<file path="src/rtl/qpsk_frame_tx.sv">
`default_nettype none
// ============================================================================
// Module   : qpsk_frame_tx
// Function : Frames a 24-bit payload as {HEADER, payload, checksum} and sends
//            it MSB first as 20 QPSK symbols (I bit, then Q bit), each held
//            for SAMPLE clocks, followed by GAP idle symbols.
// Revision : 1.0 - initial release
// ============================================================================
module qpsk_frame_tx #(
  parameter logic [7:0] HEADER = 8'hcc,
  parameter int         SAMPLE = 100,   // clocks per symbol, 2..1023
  parameter int         GAP    = 4      // idle symbols after a frame, 0..15
) (
  input  logic        clk,
  input  logic        rst_n,
  input  logic [23:0] data_in,
  input  logic        data_valid,
  output logic        data_ready,
  output logic        i_bit,
  output logic        q_bit,
  output logic        sym_strobe,
  output logic        tx_active,
  output logic        frame_done
);

  typedef enum logic [1:0] {
    S_IDLE = 2'd0,
    S_SEND = 2'd1,
    S_GAP  = 2'd2
  } state_t;

  localparam logic [9:0]  C_SAMPLE_LAST = 10'(SAMPLE - 1);
  localparam logic [4:0]  C_SYM_LAST    = 5'd19;
  // Idle period is timed as one flat count of GAP*SAMPLE clocks.
  localparam logic [13:0] C_GAP_LAST    = 14'(GAP * SAMPLE - 1);

  state_t      r_state;
  logic [39:0] r_shift;
  logic [9:0]  r_sample_cnt;
  logic [4:0]  r_sym_cnt;
  logic [13:0] r_gap_cnt;

  logic [7:0]  w_csum;
  logic [39:0] w_frame;

  // Byte-sum checksum, accumulated at 10 bits and truncated to the low byte.
  function automatic logic [7:0] csum8(input logic [23:0] d);
    logic [9:0] s;
    s = 10'(d[23:16]) + 10'(d[15:8]) + 10'(d[7:0]);
    return s[7:0];
  endfunction

  assign w_csum  = csum8(data_in);
  assign w_frame = {HEADER, data_in, w_csum};

  // Framer FSM: captures payload, serialises symbols, times the idle gap.
  always_ff @(posedge clk or negedge rst_n) begin
    if (!rst_n) begin
      r_state      <= S_IDLE;
      r_shift      <= '0;
      r_sample_cnt <= '0;
      r_sym_cnt    <= '0;
      r_gap_cnt    <= '0;
      data_ready   <= 1'b0;
      i_bit        <= 1'b0;
      q_bit        <= 1'b0;
      sym_strobe   <= 1'b0;
      tx_active    <= 1'b0;
      frame_done   <= 1'b0;
    end else begin
      sym_strobe <= 1'b0;
      frame_done <= 1'b0;
      case (r_state)
        S_IDLE: begin
          if (data_valid && data_ready) begin
            // Symbol 0 goes out straight from the freshly built frame.
            r_shift      <= w_frame;
            i_bit        <= w_frame[39];
            q_bit        <= w_frame[38];
            tx_active    <= 1'b1;
            sym_strobe   <= 1'b1;
            data_ready   <= 1'b0;
            r_sample_cnt <= '0;
            r_sym_cnt    <= '0;
            r_state      <= S_SEND;
          end else begin
            data_ready <= 1'b1;
          end
        end

        S_SEND: begin
          if (r_sample_cnt == C_SAMPLE_LAST) begin
            r_sample_cnt <= '0;
            if (r_sym_cnt == C_SYM_LAST) begin
              frame_done <= 1'b1;
              tx_active  <= 1'b0;
              i_bit      <= 1'b0;
              q_bit      <= 1'b0;
              r_sym_cnt  <= '0;
              r_gap_cnt  <= '0;
              if (GAP > 0) begin
                r_state <= S_GAP;
              end else begin
                r_state    <= S_IDLE;
                data_ready <= 1'b1;
              end
            end else begin
              // Next symbol sits just below the pair currently on air.
              r_sym_cnt  <= r_sym_cnt + 5'd1;
              r_shift    <= {r_shift[37:0], 2'b00};
              i_bit      <= r_shift[37];
              q_bit      <= r_shift[36];
              sym_strobe <= 1'b1;
            end
          end else begin
            r_sample_cnt <= r_sample_cnt + 10'd1;
          end
        end

        S_GAP: begin
          if (r_gap_cnt == C_GAP_LAST) begin
            r_gap_cnt  <= '0;
            data_ready <= 1'b1;
            r_state    <= S_IDLE;
          end else begin
            r_gap_cnt <= r_gap_cnt + 14'd1;
          end
        end

        default: begin
          r_state <= S_IDLE;
        end
      endcase
    end
  end

endmodule
`default_nettype wire

</file>
<file path="config.mk">
export PLATFORM = sky130hd
export DESIGN_NAME = qpsk_frame_tx
export DESIGN_NICKNAME = d
export VERILOG_FILES = /design/src/rtl/qpsk_frame_tx.sv
export SDC_FILE = /design/constraint.sdc
export NUM_CORES = 1
export LEC_CHECK = 0
export ABC_AREA = 1
export ABC_CLOCK_PERIOD_IN_PS = 4400
export BUFFER_PORTS_ARGS = -buffer_cell sky130_fd_sc_hd__buf_2
export CAP_MARGIN = 20
export CORE_ASPECT_RATIO = 1.1
export CORE_MARGIN = 4
export CORE_UTILIZATION = 32
export CTS_CLUSTER_SIZE = 12
export DETAILED_ROUTE_END_ITERATION = 8
export PLACE_DENSITY = 0.55
export SETUP_SLACK_MARGIN = 0.3
export SYNTH_ARGS = -nofsm -noshare
export SYNTH_HDL_FRONTEND = slang
export SYNTH_SLANG_ARGS = --single-unit
</file>
<file path="constraint.sdc">
create_clock -name clk -period 4.4 [get_ports clk]
set_clock_uncertainty 0.15 [all_clocks]
set_input_delay 0.44 -clock clk [delete_from_list [all_inputs] [get_ports clk]]
set_output_delay 0.44 -clock clk [all_outputs]
set_load 0.03 [all_outputs]
</file>
==> flow_summary.ini <==
[cells_and_area]
diodes = 0
syn2layout_area_growth_pct = 14.89
fillCellCount = 1395
final_layout_size_suffix_gt1_share_pct = 11.68
final_nets = 648

[timing]
slew_viol_final = 0
fin_crit_sh_pct = 59.60
layout_min_cycle_time_ns = 2.622
setup_tns_ns = 0
worst_pin_slew_ns = 1.026
setup_viol = 0
slew_headroom_pct = 31.39
holdWs_ns = 0.06151
hold_viol = 0
rsz0062_at_grt = false
fmax_mhz = 381.3

[status]
status = finished clean

[critical_path]
timing.rr.start = r_sym_cnt[0]$_DFFE_PN0P_
r2r_end = r_shift[26]$_DFFE_PN0P_
cp.buffers_inverters = 2
critPathMaxFanout = 59
crit_required_ns = 4.43
r2r_cells = 9
crit_arrival_ns = 2.65
cp_num_cells = 9
slowest_stage = nand2_2
critPathLaunchType = flip-flop
slowest_delay_ns = 0.79
worstSetupEndpointType = flip-flop
r2r_slack_ns = 1.78
cp_top_family = simple AND/OR/NAND/NOR gates
cp_cell_sequence = ha_1 > nand2_1 > inv_1 > nand2_1 > inv_1 > nor2_4 > nand2_2 > nand2_2 > o21ai_0
crit_type = flip-flop to flip-flop

[synthesis]
synthTopCellsByArea = dfrtp_1 43%, nand2_1 15%, inv_1 6.5%, o21ai_0 5.7%, nand3_1 5.5%
async_flop_share_pct = 100.0
yosys-top-cells-count = 177 x nand2_1, 76 x inv_1, 75 x dfrtp_1
yosysTopAreaCell = dfrtp_1
synthesis.nets = 622
synth-main-ff-cell = dfrtp_1
yosys_warnings = 0
synth_edf_count = 0
yosysMostFrequentCell = nand2_1
yosysTopAreaCellShare_pct = 42.88
ys_seq_area_share_pct = 42.88
synth_area_um2 = 4377
netlist_instances = 578
yosysUniqueCellTypes = 29
syn_area_per_cell_um2 = 7.572
ys_ff_latch = 75

[grt]
grt_pass1_wl_um = 17070
track_usage_pct = 13.77
grt_max_degree = 76
grt_antenna_before_repair = 0
grt_overflow_total = 0
grt_pass1_vias = 3637

[detailed_routing]
via_per_inst = 4.713
wl_per_cell_um = 12.81
highest-signal-layer = met4
wirelength_um = 10140
drt-initial-drc-count = 195
drtPass1Iterations = 4
wl_met1_um = 4600
drc_errors = 0
drtAntennaViolNets = 0
wl_met2_um = 4886
vias = 3733
wl_met3_um = 450

[pwr]
p_leak_uw = 0.002486
pwr-share-comb_pct = 7.5
vdd_ir_drop_max_v = 0.0001508
powerDensity_nw_per_um2 = 336.6
p_seq_share_pct = 40.8
power_switching_uw = 372.6
switching_share_pct = 22.02
p_int_uw = 1320
p_clk_share_pct = 51.8

[placed_design]
gp_congestion = 0.8391
post-dp-hpwl_um = 7163
numPortBuffers = 32

[die]
pin_count = 33
core_area_um2 = 13320
rows = 44
design.die.area_um2 = 15610
die_w_um = 119.5
start_util_pct = 32.85
die_y_um = 130.7

[clock_network]
clk_latency_ns = 0.34
htreeDepth = 3
clockBufferDepth = 2
cts_tree = yes
root_buffer = clkbuf_16
cts_num_sinks = 75
holdBufCountCts = 0
cts_buffers = 9
clkTransAtPathRegs_ns = 0.06
cts_resized = 0
post_cts_buffers = 0

[job]
max_cap_violations = 0

[min_path]
hold_path_class = primary input to asynchronous set/reset pin
## final cells by class
cell class	count	area [um2]	area share [%]
multi-input cells	406	2101	41.78
flip-flops and latches	75	1877	37.32
inverters	78	292.8	5.822
clock buffers	11	252.7	5.026
well taps	184	230.2	4.578
repair buffers	34	177.7	3.533
clock inverters	4	97.59	1.941
## registers in the layout (all words and copies together) (netlist names), 2 cells and up
| register | count |
|---|---|
| r_shift | 38 |
| r_gap_cnt | 14 |
| r_sample_cnt | 10 |
| r_sym_cnt | 5 |
| r_state | 2 |
## power groups by stage
stage,combinational [uW],clock [uW],sequential [uW]
after floorplan,77.1,0,703
after global placement,128,0,702
after detailed placement,130,0,702
after CTS,130,898,690
after global routing,149,930,689
final,127,876,690
## cells in the final DEF, fill, tap and decap left out, drive strengths merged, types with 2 or more instances in the layout
cell / instances
a21oi: 13
buf: 34
bufinv: 3
clkbuf: 11
dfrtp: 75
fa: 8
ha: 9
inv: 78
nand2: 180
nand3: 49
nand3b: 2
nand4: 9
nor2: 37
nor3: 12
o21a: 3
o21ai: 62
o22ai: 5
or2: 2
xor2: 12
## routing by layer
metal / global-route usage [%] / vias to the layer above
met5: 0 / -
met1: 16.84 / 1768
met3: 3.487 / 14
met4: 6.199 / 0
met2: 23.17 / 62
li1: - / 1889
## per-stage QoR
step | cell area, um2 | total power (uW) | utilization [%] | cells | setup slack (ns)
2_1_floorplan | 4377 | 779.6 | - | 578 | 2.084
3_3_place_gp | 4678 | 830.0 | 35.11 | 777 | 1.782
3_5_place_dp | 4678 | 831.9 | 35.11 | 777 | 1.737
4_1_cts | 5029 | 1718 | 37.74 | 792 | 1.757
5_1_grt | 5029 | 1768 | 37.74 | 792 | 1.474
6_report | 5029 | 1692 | 37.74 | 792 | 1.778
## cell families after synthesis
logic type	Yosys count	synth area share (%)
buf+inv	97	9.119
compound gates	84	11.01
xor+xnor	13	2.602
flops	75	42.88
fa+ha+maj	17	6.232
simple gates	292	28.16
## worst max-delay path by stage
| stage | startpoint | end |
|---|---|---|
| after floorplan | data_in[1] | r_shift[7]$_DFFE_PN0P_ |
| after global placement | data_in[17] | r_shift[5]$_DFFE_PN0P_ |
| after detailed placement | data_in[17] | r_shift[5]$_DFFE_PN0P_ |
| after global routing | r_sym_cnt[0]$_DFFE_PN0P_ | r_shift[10]$_DFFE_PN0P_ |
| final | r_sym_cnt[0]$_DFFE_PN0P_ | r_shift[26]$_DFFE_PN0P_ |
| after CTS | r_sym_cnt[0]$_DFFE_PN0P_ | r_shift[19]$_DFFE_PN0P_ |
Note: power is estimated with default switching activity, not from simulation.
